### src/rtl/crop_filter.sv
// crop_filter: streaming window crop ahead of the Gaussian filter.
//
// Accepts one IN_ROWS x IN_COLS frame in raster order and forwards only the
// OUT_ROWS x OUT_COLS window whose top-left corner is (Y1, X1). The corner is
// taken per frame from two side channels while idle. Pixels outside the
// window are consumed and dropped. In-window pixels are forwarded unchanged
// through one output register, so they appear one cycle after acceptance.
//
// Optional build macro: CROP_CLAMP_EN
//   defined   - the captured corner is clamped so that the window always fits
//               inside the frame.
//   undefined - the corner is used as given, and a window that runs past the
//               frame edge is truncated.
//
// Ports:
//   clk, reset                         clock, synchronous active-high reset
//   pixel_in_TDATA/TVALID/TREADY       input pixel stream (raster order)
//   crop_Y1_TDATA/TVALID/TREADY        window top row, one per frame
//   crop_X1_TDATA/TVALID/TREADY        window left column, one per frame
//   pixel_out_TDATA/TVALID/TREADY      cropped pixel stream
module crop_filter #(
  parameter int unsigned PIXEL_BIT_WIDTH  = 16,
  parameter int unsigned IN_ROWS          = 100,
  parameter int unsigned IN_COLS          = 160,
  parameter int unsigned OUT_ROWS         = 48,
  parameter int unsigned OUT_COLS         = 48,
  parameter int unsigned IMG_ROW_BITWIDTH = 10,
  parameter int unsigned IMG_COL_BITWIDTH = 10
) (
  input  logic                        clk,
  input  logic                        reset,

  input  logic [PIXEL_BIT_WIDTH-1:0]  pixel_in_TDATA,
  input  logic                        pixel_in_TVALID,
  output logic                        pixel_in_TREADY,

  input  logic [IMG_ROW_BITWIDTH-1:0] crop_Y1_TDATA,
  input  logic                        crop_Y1_TVALID,
  output logic                        crop_Y1_TREADY,

  input  logic [IMG_COL_BITWIDTH-1:0] crop_X1_TDATA,
  input  logic                        crop_X1_TVALID,
  output logic                        crop_X1_TREADY,

  output logic [PIXEL_BIT_WIDTH-1:0]  pixel_out_TDATA,
  output logic                        pixel_out_TVALID,
  input  logic                        pixel_out_TREADY
);

  typedef logic [IMG_ROW_BITWIDTH-1:0] row_t;
  typedef logic [IMG_COL_BITWIDTH-1:0] col_t;
  // One bit wider so that corner + window size cannot wrap.
  typedef logic [IMG_ROW_BITWIDTH:0]   row_ext_t;
  typedef logic [IMG_COL_BITWIDTH:0]   col_ext_t;

  localparam row_t     LastRow = row_t'(IN_ROWS - 1);
  localparam col_t     LastCol = col_t'(IN_COLS - 1);
  localparam row_ext_t WinRows = row_ext_t'(OUT_ROWS);
  localparam col_ext_t WinCols = col_ext_t'(OUT_COLS);

  typedef enum logic {StIdle, StStream} state_e;

  state_e                     state_q;
  row_t                       row_q;
  col_t                       col_q;
  row_t                       y1_q;
  col_t                       x1_q;
  logic                       y1_vld_q;
  logic                       x1_vld_q;
  logic [PIXEL_BIT_WIDTH-1:0] out_data_q;
  logic                       out_vld_q;

  logic y1_xfer, x1_xfer, pix_xfer;
  logic in_window, last_pixel;
  row_t y1_cap;
  col_t x1_cap;

`ifdef CROP_CLAMP_EN
  localparam row_t MaxY1 = row_t'(IN_ROWS - OUT_ROWS);
  localparam col_t MaxX1 = col_t'(IN_COLS - OUT_COLS);
  assign y1_cap = (crop_Y1_TDATA > MaxY1) ? MaxY1 : crop_Y1_TDATA;
  assign x1_cap = (crop_X1_TDATA > MaxX1) ? MaxX1 : crop_X1_TDATA;
`else
  assign y1_cap = crop_Y1_TDATA;
  assign x1_cap = crop_X1_TDATA;
`endif

  // READYs depend only on state and the downstream READY, never on the
  // same channel's VALID. All of them are held low while reset is asserted.
  assign crop_Y1_TREADY  = !reset && (state_q == StIdle) && !y1_vld_q;
  assign crop_X1_TREADY  = !reset && (state_q == StIdle) && !x1_vld_q;
  assign pixel_in_TREADY = !reset && (state_q == StStream) &&
                           (!out_vld_q || pixel_out_TREADY);

  assign y1_xfer  = crop_Y1_TVALID && crop_Y1_TREADY;
  assign x1_xfer  = crop_X1_TVALID && crop_X1_TREADY;
  assign pix_xfer = pixel_in_TVALID && pixel_in_TREADY;

  always_comb begin
    in_window = (row_q >= y1_q) &&
                (row_ext_t'(row_q) < (row_ext_t'(y1_q) + WinRows)) &&
                (col_q >= x1_q) &&
                (col_ext_t'(col_q) < (col_ext_t'(x1_q) + WinCols));
    last_pixel = (row_q == LastRow) && (col_q == LastCol);
  end

  always_ff @(posedge clk) begin
    if (reset) begin
      state_q    <= StIdle;
      row_q      <= '0;
      col_q      <= '0;
      y1_q       <= '0;
      x1_q       <= '0;
      y1_vld_q   <= 1'b0;
      x1_vld_q   <= 1'b0;
      out_data_q <= '0;
      out_vld_q  <= 1'b0;
    end else begin
      unique case (state_q)
        StIdle: begin
          if (y1_xfer) begin
            y1_q     <= y1_cap;
            y1_vld_q <= 1'b1;
          end
          if (x1_xfer) begin
            x1_q     <= x1_cap;
            x1_vld_q <= 1'b1;
          end
          // Leave only once both corner values are already registered.
          if (y1_vld_q && x1_vld_q) state_q <= StStream;
        end
        StStream: begin
          if (pix_xfer) begin
            if (last_pixel) begin
              row_q    <= '0;
              col_q    <= '0;
              y1_q     <= '0;
              x1_q     <= '0;
              y1_vld_q <= 1'b0;
              x1_vld_q <= 1'b0;
              state_q  <= StIdle;
            end else if (col_q == LastCol) begin
              col_q <= '0;
              row_q <= row_q + 1'b1;
            end else begin
              col_q <= col_q + 1'b1;
            end
          end
        end
        default: state_q <= StIdle;
      endcase

      // The output register is independent of state, so a pixel still
      // pending at end of frame stays valid in idle until it is taken.
      if (pix_xfer && in_window) begin
        out_data_q <= pixel_in_TDATA;
        out_vld_q  <= 1'b1;
      end else if (pixel_out_TREADY) begin
        out_vld_q  <= 1'b0;
      end
    end
  end

  assign pixel_out_TDATA  = out_data_q;
  assign pixel_out_TVALID = out_vld_q;

endmodule

### config.mk
export PLATFORM = sky130hd
export DESIGN_NAME = crop_filter
export DESIGN_NICKNAME = d
export VERILOG_FILES = /design/src/rtl/crop_filter.sv
export SDC_FILE = /design/constraint.sdc
export NUM_CORES = 1
export LEC_CHECK = 0
export ABC_AREA = 1
export BUFFER_PORTS_ARGS = -buffer_cell sky130_fd_sc_hd__buf_2
export CORE_AREA = 4 4 103 105
export DETAILED_ROUTE_END_ITERATION = 10
export DIE_AREA = 0 0 107 109
export PLACE_DENSITY = 0.59
export SYNTH_ARGS = -nofsm -noshare
export SYNTH_HDL_FRONTEND = slang
export SYNTH_SLANG_ARGS = --single-unit
export TNS_END_PERCENT = 30
### constraint.sdc
create_clock -name clk -period 2.2 [get_ports clk]
set_clock_uncertainty 0.2 [all_clocks]
set_input_delay 0.44 -clock clk [delete_from_list [all_inputs] [get_ports clk]]
set_output_delay 0.44 -clock clk [all_outputs]
set_load 0.01 [all_outputs]
======== After elaboration in Yosys (flattened, before gate mapping) ========
Index checks and enable logic that the tools add are counted.
cells by class
  add/sub/neg operators ................... 4
  multiply operators ...................... 0
  divide/modulo/power cells ............... 0
  $lt $le $gt $ge ......................... 4
  equality and inequality tests ........... 6
  shift operators ......................... 0
  muxes and demuxes ....................... 22
  bitwise operators ....................... 1
  reductions and logical operators ........ 25
operators with widths
  kind                   number
  $mux 10                8
  $pmux 10 s2            2
  $add 10x6->11 const B  2
  $lt 10x11->1           2
  $add 10x1->10 const B  2
  $ge 10x10->1           2
  $logic_and 1x1->1      14
  $eq 10x7->1 const B    1
  $eq 10x8->1 const B    1
  $mux 1                 9
  $reduce_and 3->1       3
  $pmux 1 s2             3
  $logic_not 1->1        4
  $ne 2x1->1 const B     2
  $ne 2x2->1 const B     2
  $reduce_bool 2->1      2
  $reduce_and 2->1       1
  $logic_or 1x1->1       1
  $not 1->1              1
storage, ports and cells
  register bits ........................... 60
  latch bits .............................. 0
  bits in writable memories ............... 0
  memory bits (read-only) ................. 0
  memories ................................ 0

======== Longest topological paths before layout ========
  depth in word-level cells ............... 7
  gate-level depth with buffers ........... 15
  gate-level depth less buffers ........... 14

======== Worst setup path after synthesis ========
OpenSTA, ideal clock, no wires.
  kind .................................... reg2reg
  start point ............................. register y1_q[4]
  end point ............................... register out_data_q[10], in the netlist pixel_out_TDATA[10]
  setup time .............................. 0.113 ns
  data arrival time ....................... 2.070 ns
  required time ........................... 1.887 ns
  slack ................................... -0.183 ns
  stages on the path, launching flop included .. 14
  period minus slack after synthesis ...... 2.383 ns
  cell sequence ........................... dfxtp_1 > inv_1 > ha_1 > nor2_1 > xor2_1 > ha_1 > a21oi_1 > nand3b_1 > nand3_1 > nor2_2 > buf_2 > nand3_1 > nand2_1 > nor2_1
between the ends
  word-level cells in the longest chain between the ends .. 6
  elaborated cells between the ends (all ways) .. 7
  classes of those cells .................. 1 x add/sub; 2 x order compare; 4 x reduce/logical
ends and longest elaborated chain
  what                    line  source
  from (decl)             66    row_t y1_q;
  from (signal assigned)  122   y1_q <= y1_cap;
  $add 10x6->11           101   (row_ext_t'(row_q) < (row_ext_t'(y1_q) + WinRows)) &&
  $lt 10x11->1            101
  $logic_and 1x1->1 (*)   100   in_window = (row_q >= y1_q) &&
  $logic_and 1x1->1 (*)   101
  $logic_and 1x1->1 (*)   102   (col_q >= x1_q) &&
  $logic_and 1x1->1 (*)   155   if (pix_xfer && in_window) begin
  to (signal assigned)    156   out_data_q <= pixel_in_TDATA;
  to (decl)               70    logic [PIXEL_BIT_WIDTH-1:0] out_data_q;
Mark *: on every way between the ends. The rest lies on a longest branch, timed or not.
A chain may end at the register's enable or synchronous reset.

======== Final worst setup path ========
  start point ............................. register x1_q[4]
  end point ............................... register out_data_q[12], in the netlist pixel_out_TDATA[12]
between the ends
  word-level cells in the longest chain between the ends .. 4
  elaborated cells between the ends (all ways) .. 6
  classes of those cells .................. 1 x add/sub; 2 x order compare; 3 x reduce/logical
ends and longest elaborated chain
  what                                               line      source
  from (decl)                                        67        col_t x1_q;
  from (signal assigned)                             126       x1_q <= x1_cap;
  $add 10x6->11 or $ge 10x10->1 (tied branches)      103, 102
  $lt 10x11->1 or $logic_and 1x1->1 (tied branches)  103, 101
  $logic_and 1x1->1 (*)                              102
  $logic_and 1x1->1 (*)                              155
Marked as above.

==> results.cfg <==
[finish]
regArea_sq_mm = 0.00121
multi_input_area_sq_mm = 0.00226
fin_nets = 748
layout.cells.non_filler = 808
nFillCells = 1008
drive_gt1_share_pct = 21.9
antenna_cells = 0
area_delta_synth_final_pct = 28.0

[synth]
yosysTopAreaCellShare_pct = 31.8
synth_most_common_cell = nand2_1
synth_cell_type_count = 33
synthCells = 570
synth-async-reset-ratio_pct = 0
synth_area_leaders = dfxtp_1 (32%), nand2_1 (14%), ha_1 (12%)
ys_ff_latch = 60
synth_edf_count = 0
ys.flop_type = dfxtp_1
ys_warn_count = 0
synth_nets = 648
netlist_top_cells_count = nand2_1 (146), inv_1 (82), nor2_1 (76)
synth_area_leader_cell = dfxtp_1
syn_area_sq_mm = 0.00378
synth_seq_area_share_pct = 31.8
synth.avg_cell_area_sq_um = 6.63

[sta]
timing.final.crit_share_pct = 104
timing.slew.headroom_pct = 64.1
fmax_mhz = 435
drv_slew = 0
grt_setup_unrepaired = true
setup_viol = 17
worst_slack_ns = -0.0969
setup_tns_ns = -1.41
finalHoldViolCount = 0
period_minus_slack_ns = 2.30
tightest_slew_ns = 0.538

[placed_design]
dp.cells = 792
dp_hpwl_um = 7260
port_buffers = 61
place_congestion = 0.900
place_ws_ns = -0.131

[cts]
clock_latency_ns = 0.35
clkSinkCount = 60
cts_max_level = 3
cts_hold_buf = 0
cts_root_buf = clkbuf_8
clockBufferDepth = 2
numCtsBuffers = 9
clk_pin_slew_ns = 0.08
cts_tree = done

[die]
die_w_um = 107
num_rows = 36
die_area_sq_mm = 0.0117
io_pins = 62
start_util_pct = 39.2
fp.dieH_um = 109
coreArea_sq_mm = 0.00964

[critical_path]
path_class = register to register
start_kind = register
end_kind = register
crit_arrival_ns = 2.38
regToRegSetupSlack_ns = -0.1
path_max_fanout = 17
cp.required_ns = 2.29

[route]
dr.pass1.iters = 5
drtAntennaViolNets = 0
drt_wl_total_um = 9490
num_vias = 3811
drt_iter0_drc = 153
routedWlPerCell_um = 11.7
drc = 0
via_per_inst = 4.72

[global_routing]
grt_pass1_vias = 3580
grt_max_degree = 18
grt_pass1_wl_um = 16100
antenna_found_initial = 0
grt-ovfl-total = 0
grt_usage_pct = 17.1

[power_and_ir_drop]
ir_worst_vdd_mv = 0.318
p_leak_nw = 2.28
powerDensity_mw_per_mm2 = 556

[hold_path]
hold_path_class = primary input to register

[status]
status = finished, violations left
violations = setup timing

[flow_run]
maxCapViolations = 0
[final timing paths]
kind / from / to / depth (start not counted)
min: crop_X1_TDATA[4] / x1_q[4]$_SDFFE_PP0P_ / 3
max reg2reg: x1_q[4]$_SDFFE_PP0P_ / pixel_out_TDATA[12]$_SDFFE_PP0P_ / 14
max: x1_q[4]$_SDFFE_PP0P_ / pixel_out_TDATA[12]$_SDFFE_PP0P_ / 14
min reg2reg: x1_q[1]$_SDFFE_PP0P_ / x1_q[1]$_SDFFE_PP0P_ / 2
[critical path, stage by stage, from the launching register on]
cell and delay (ns):
dfxtp_2 0.33, inv_2 0.08, ha_4 0.16, nor2_4 0.03
xor2_1 0.16, ha_1 0.31, a21oi_1 0.11, nand3b_1 0.15
inv_1 0.05, nor2_1 0.09, nand3_1 0.11, nor2_4 0.14
buf_12 0.15, nor2_1 0.05, nor2_1 0.09
[metrics by stage]
stage / utilization, % / hold WS (ns) / instance area (sq um) / total power (W)
2_1_floorplan: - / 0.240 / 3830 / 0.00136
3_3_place_gp: 47.3 / 0.250 / 4560 / 0.00148
4_1_cts: 49.9 / 0.113 / 4810 / 0.00272
3_5_place_dp: 47.3 / 0.255 / 4560 / 0.00149
6_report: 50.2 / 0.127 / 4840 / 0.00269
5_1_grt: 50.2 / 0.137 / 4840 / 0.00281
[layout make-up]
type,instances,share of cell area [%]
clock buffer,9,2.56
clock inverter,7,2.38
tap,133,3.44
sequential,60,24.9
multi-input combinational,414,46.8
timing repair buffer,100,13.1
inverter,85,6.80
[state kept, by name, summed over array words and instances (netlist names)]
register          cells
x1_vld_q              1
col_q                10
pixel_out_TDATA      16
row_q                10
pixel_out_TVALID      1
state_q               1
y1_vld_q              1
y1_q                 10
x1_q                 10
[cells in the final DEF (no fill, tap or decap), drive strengths merged, types with 3 or more instances in the layout]
cell type	count
ha	36
nor2	81
a21oi	48
inv	83
nand3	44
nand2	148
o21ai	6
clkbuf	9
buf	100
dfxtp	60
nor3	15
nand4	9
nor4	6
xor2	11
bufinv	3
clkinv	4
[power breakdown]
group / internal (W) / switching, W / total [W]
clock network: 0.000748 / 0.000474 / 0.00122
registers: 0.00111 / 0.0000171 / 0.00113
logic: 0.000149 / 0.000193 / 0.000343
[cell families (layout without fill, tap and decap cells)]
kind of cell,count (synthesis),count (layout),synth area share (%)
xor+xnor,13,13,3.01
fa+ha+maj,36,36,11.9
compound gates,59,59,8.24
flops,60,60,31.8
buf+inv,96,201,10.3
simple gates,306,306,34.8
[layer usage]
metal	GRT usage, %	part of all wire [%]
met1	21.3	46
met2	30.1	49
met4	5.21	1.4
met3	3.26	3.8
met5	0	0
[repair_timing]
item	4_1_cts	5_1_grt
gates resized for setup	6	9
pin swaps	3	1
endpoints found under the setup margin	17	25
hold endpoints to repair	0	0
setup buffers	0	0
Power figures use the tool's default switching activity.
